### src/rtl/dig_pkg.sv
// Shared constants for the DIG binary-to-BCD feeder.
// Holds the FSM encoding, CPU address codes and the decimal limits.
// No logic lives here.
package dig_pkg;

  typedef enum logic [1:0] {
    IDLE  = 2'd0,
    LOAD  = 2'd1,
    SHIFT = 2'd2,
    DONE  = 2'd3
  } state_t;

  localparam logic [1:0]  ADDR_LO  = 2'b00;
  localparam logic [1:0]  ADDR_HI  = 2'b10;
  localparam logic [30:0] DEC_MAX  = 31'd99_999_999;
  localparam logic [31:0] OVF_CODE = 32'hEEEE_EEEE;

endpackage

### src/rtl/bcd_adjust8.sv
// Double-dabble correction: adds 3 to every BCD nibble that is 5 or more.
// Latency: combinational, zero cycles.
// Backpressure: none, pure function of its input.
module bcd_adjust8 (
  input  logic [31:0] bcd_in,
  output logic [31:0] bcd_out
);

  // Correct each of the 8 nibbles independently before the next shift
  always_comb begin
    bcd_out = bcd_in;
    for (int i = 0; i < 8; i++) begin
      if (bcd_in[4*i +: 4] >= 4'd5) begin
        bcd_out[4*i +: 4] = bcd_in[4*i +: 4] + 4'd3;
      end
    end
  end

endmodule

### src/rtl/dig_bcd_feeder.sv
// CPU-facing DIG register pair that converts a committed value to 8 BCD digits (or hex/overflow) for display_tube.
// Latency: commit edge to tube_write pulse is 2 cycles (hex/overflow) or SHIFT_BITS+2 cycles (decimal).
// Backpressure: none; a commit while busy is held as one pending request, later commits only refresh the registers.
module dig_bcd_feeder #(
  parameter int unsigned SHIFT_BITS = 27,
  parameter logic [31:0] OVF_CODE   = dig_pkg::OVF_CODE
) (
  input  logic        clk,
  input  logic        rst,
  input  logic        digcs,
  input  logic        digwrite,
  input  logic [1:0]  digaddr,
  input  logic [15:0] wdata,
  output logic [31:0] tube_data,
  output logic        tube_write,
  output logic        tube_cs,
  output logic        busy
);
  import dig_pkg::state_t;
  import dig_pkg::IDLE;
  import dig_pkg::LOAD;
  import dig_pkg::SHIFT;
  import dig_pkg::DONE;
  import dig_pkg::ADDR_LO;
  import dig_pkg::ADDR_HI;
  import dig_pkg::DEC_MAX;

  localparam int unsigned CNT_W = $clog2(SHIFT_BITS + 1);
  localparam logic [CNT_W-1:0] CNT_LAST = CNT_W'(SHIFT_BITS - 1);

  state_t            state, state_nxt;
  logic [15:0]       lo_reg, hi_reg;
  logic              pending;
  logic [31:0]       work_q;
  logic [31:0]       acc;
  logic [31:0]       acc_adj;
  logic [CNT_W-1:0]  cnt;

  logic              wr, lo_wr, commit, take_snap, dec_ovf;
  logic [31:0]       raw_nxt;
  logic [31:0]       acc_shift;

  assign wr      = digcs & digwrite;
  assign lo_wr   = wr && (digaddr == ADDR_LO);
  assign commit  = wr && (digaddr == ADDR_HI);
  // Snapshot sees a same-cycle write so the newest register contents win
  assign raw_nxt = {(commit ? wdata : hi_reg), (lo_wr ? wdata : lo_reg)};
  assign take_snap = ((state == IDLE) && commit) || ((state == DONE) && (pending || commit));
  assign dec_ovf = (work_q[30:0] > DEC_MAX);

  bcd_adjust8 u_adj (
    .bcd_in  (acc),
    .bcd_out (acc_adj)
  );

  assign acc_shift = (acc_adj << 1) | {31'd0, work_q[SHIFT_BITS-1]};

  assign tube_cs = tube_write;
  assign busy    = (state != IDLE) | tube_write;

  // FSM state register
  always_ff @(posedge clk or negedge rst) begin
    if (!rst) state <= IDLE;
    else      state <= state_nxt;
  end

  // Next-state decode
  always_comb begin
    state_nxt = state;
    case (state)
      IDLE:    if (commit) state_nxt = LOAD;
      LOAD:    if (!work_q[31] || dec_ovf) state_nxt = DONE;
               else                        state_nxt = SHIFT;
      SHIFT:   if (cnt == CNT_LAST) state_nxt = DONE;
      DONE:    if (pending || commit) state_nxt = LOAD;
               else                   state_nxt = IDLE;
      default: state_nxt = IDLE;
    endcase
  end

  // CPU registers and the single-deep pending flag
  always_ff @(posedge clk or negedge rst) begin
    if (!rst) begin
      lo_reg  <= '0;
      hi_reg  <= '0;
      pending <= 1'b0;
    end else begin
      if (lo_wr)  lo_reg <= wdata;
      if (commit) hi_reg <= wdata;
      if (state == DONE)                  pending <= 1'b0;
      else if (commit && (state != IDLE)) pending <= 1'b1;
    end
  end

  // Conversion datapath: snapshot, result preset in LOAD, one dabble step per SHIFT cycle
  always_ff @(posedge clk or negedge rst) begin
    if (!rst) begin
      work_q <= '0;
      acc    <= '0;
      cnt    <= '0;
    end else begin
      if (take_snap) work_q <= raw_nxt;
      case (state)
        LOAD: begin
          cnt <= '0;
          if (!work_q[31])  acc <= work_q;
          else if (dec_ovf) acc <= OVF_CODE;
          else              acc <= '0;
        end
        SHIFT: begin
          acc    <= acc_shift;
          work_q <= work_q << 1;
          cnt    <= cnt + 1'b1;
        end
        default: ;
      endcase
    end
  end

  // Registered tube outputs: one-cycle strobe on leaving DONE, data held until the next one
  always_ff @(posedge clk or negedge rst) begin
    if (!rst) begin
      tube_data  <= '0;
      tube_write <= 1'b0;
    end else begin
      tube_write <= (state == DONE);
      if (state == DONE) tube_data <= acc;
    end
  end

endmodule

### config.mk
export PLATFORM = sky130hd
export DESIGN_NAME = dig_bcd_feeder
export DESIGN_NICKNAME = d
export VERILOG_FILES = /design/src/rtl/dig_pkg.sv /design/src/rtl/bcd_adjust8.sv /design/src/rtl/dig_bcd_feeder.sv
export SDC_FILE = /design/constraint.sdc
export NUM_CORES = 1
export LEC_CHECK = 0
export BUFFER_PORTS_ARGS = -buffer_cell sky130_fd_sc_hd__buf_2
export CAP_MARGIN = 0
export CORE_UTILIZATION = 54
export CTS_CLUSTER_DIAMETER = 80
export DETAILED_ROUTE_END_ITERATION = 10
export PLACE_DENSITY = 0.8
export SLEW_MARGIN = 10
export SYNTH_ARGS = -nofsm -noshare
export SYNTH_HDL_FRONTEND = slang
export SYNTH_SLANG_ARGS = --single-unit
### constraint.sdc
create_clock -name clk -period 1.87 [get_ports clk]
set_input_delay 0 -clock clk [delete_from_list [all_inputs] [get_ports clk]]
set_output_delay 0 -clock clk [all_outputs]
set_load 0.01 [all_outputs]
==> results.ini <==
[run_status]
outcome=completed

[floorplan]
die_h_microns=114
start_util_pct=55.9
die_x_microns=114
ioPinCount=57
core-area_sq_um=12200
die_area_sq_um=13000
row_count=40

[cells_and_area]
finish.utilization_pct=68.3
antenna_cells=0
fin_area_sq_um=8310
drive_gt1_share_pct=37.3
top_regs=acc (32), tube_data (32), work_q (32)
final_nets=698
area_delta_synth_final_pct=22.2

[route]
drtIter0Drc=292
met2_length_microns=8010
dr.pass1.iters=5
wl_per_cell_microns=19.4
drt-met1-wl_microns=6670
detail-route-antenna-nets=0
vias=4990
top_layer_used=met4
wl_met3_microns=713
wl_microns=16200
avgViaCountPerCell=5.98
drc=0

[logic_synthesis]
syn-instance-count=561
synth_cell_type_count=40
yosys-top-cells-area=dfrtp_1 (50%), mux2_2 (19%), ha_1 (4.0%)
ys_ff_latch=137
post-synth-top-count-cell=dfrtp_1
synth_area_per_cell_sq_um=12.1
synth_common_cells=dfrtp_1 (137), mux2_2 (116), inv_1 (34)
async_flop_share_pct=100
ys_warn_count=0
synthesis.area_sq_um=6800
yosys.area.top_type_share_pct=50.4
syn_nets=605
ys_seq_area_share_pct=50.4
ys.flop_type=dfrtp_1
synth_edf_count=0
yosys.area.top_type=dfrtp_1

[place]
placed_area_sq_um=7490
routabilityCongestion=0.870
port_buffers=56
dp_hpwl_microns=11000

[clocking]
cts_tree=done
clk_path_buf_depth=2
numCtsBuffers=17
cts.sink_count=137
htree_levels=4
clock_latency_ns=0.43
cts.reportedPaths.clkPinSlew_ns=0.06
cts_root_buf=clkbuf_16

[critical_path]
cp.required_ns=2.21
worst_setup_path_end_kind=flip-flop
reg2regPathDepth=7
rr_endpoint=acc[18]
r2r-start=state[0]
reg2reg_setup_slack_ns=0.04
criticalPathCategory=flip-flop to flip-flop
critPathMaxFanout=22
start_kind=flip-flop
critPathArrivalTime_ns=2.17

[sta]
finalClockSkew_ns=0.00787
holdWs_ns=0.0965
slew-limit-headroom_pct=59.9
rsz0062_at_grt=true
period_share_pct=97.9
timing.fmax_mhz=546
worst_pin_slew_ns=0.598
finalHoldViolations=0
finalCriticalPeriod_ns=1.83
finalSetupViolCount=0
maxSlewViolCount=0

[run]
drv_cap=0

[pwr]
p_leak_nw=3.80
vdd_drop_max_v=0.00120
power_per_cell_area_nw_per_um2=2020

[global_route]
grt_max_degree=54
grt_pass1_vias=5235
grt_pass1_wl_microns=26700
grt_usage_pct=27.1
antenna_found_initial=0
grt_overflow=0

[worst_hold_path]
hp-class=input pin to asynchronous set/reset pin

## timing repair
action / in CTS / in global routing
resized for setup: 0 / 3
endpoints found under the setup margin: 0 / 53
endpoints found under the hold margin: 153 / 0
hold buffers: 17 / 0
setup buffers: 0 / 1
## layout make-up
cell class | instances | area [sq um]
fillers | 835 | 3850
repair buffers | 105 | 810
multi-input cells | 359 | 3100
clock buffers | 21 | 460
inverters | 34 | 128
flip-flops and latches | 137 | 3430
clock inverters | 11 | 169
well taps | 168 | 210
## metal layers
metal / global-route usage, % / up-vias
met2: 44.9 / 172
met5: 0 / -
li1: - / 2240
met4: 16.8 / 0
met1: 32.6 / 2512
met3: 5.24 / 66
## cell families after synthesis
logic type / count (synthesis) / synth area share (%)
muxes: 129 / 21.8
adders and majority gates: 22 / 4.05
buffers and inverters: 65 / 4.14
and+or+nand+nor: 91 / 6.83
DFF: 137 / 50.4
xor gates and xnor gates: 15 / 1.93
AOI/OAI and AO/OA: 102 / 10.8
## worst max-delay path, stage by stage (launching register included)
cell	delay, ns
dfrtp_1	0.40
inv_1	0.09
ha_2	0.39
buf_12	0.17
nand2_1	0.12
buf_4	0.21
a211o_1	0.26
o2111ai_1	0.10
## worst max path at each step
stage               cells past startpoint     start  slack, ns    endpoint
detailed placement                      6  state[0]       0.05  work_q[27]
floorplan                               7  state[0]     -0.001  work_q[23]
global route                            7  state[0]      -0.02     acc[18]
global placement                        6  state[0]       0.12  work_q[16]
CTS                                     7  state[0]       0.03     acc[10]
finish                                  7  state[0]       0.04     acc[18]
## placed cells by master (no fill, tap or decap), drive strengths merged, types with 5 or more instances in the layout
cell         synthesis  routed
dfrtp              137     137
mux2               125     125
buf                 16      88
inv                 34      35
nor2                22      22
ha                  22      22
clkbuf              15      21
nand2               18      18
dlygate4sd3          0      17
o2111ai             15      15
xnor2               15      15
o21ai               15      15
nand3               14      14
a21oi               13      13
nand2b              12      12
o211ai              11      11
a211oi               9       9
a32oi                8       8
a31oi                8       8
nor3                 8       8
a21o                 7       7
a211o                7       7
and3                 6       6
clkinv               0       5
## stage by stage
stage	worst slack (ns)	total power [mW]	cells	setup TNS [ns]
2_1_floorplan	-0.00102	10.3	561	-0.00815
3_3_place_gp	0.120	12.5	785	0
3_5_place_dp	0.0507	13.0	785	0
4_1_cts	0.0282	16.7	834	0
5_1_grt	-0.0220	17.7	835	-0.130
6_report	0.0395	16.8	835	0
## power by group
group	switching, mW	internal [mW]	leakage (nW)	total, mW
clock	1.26	2.30	0.307	3.57
sequential	1.27	4.29	1.68	5.56
combinational	3.83	3.80	1.81	7.63
total	6.36	10.4	3.80	16.8
Power figures use the tool's default switching activity.
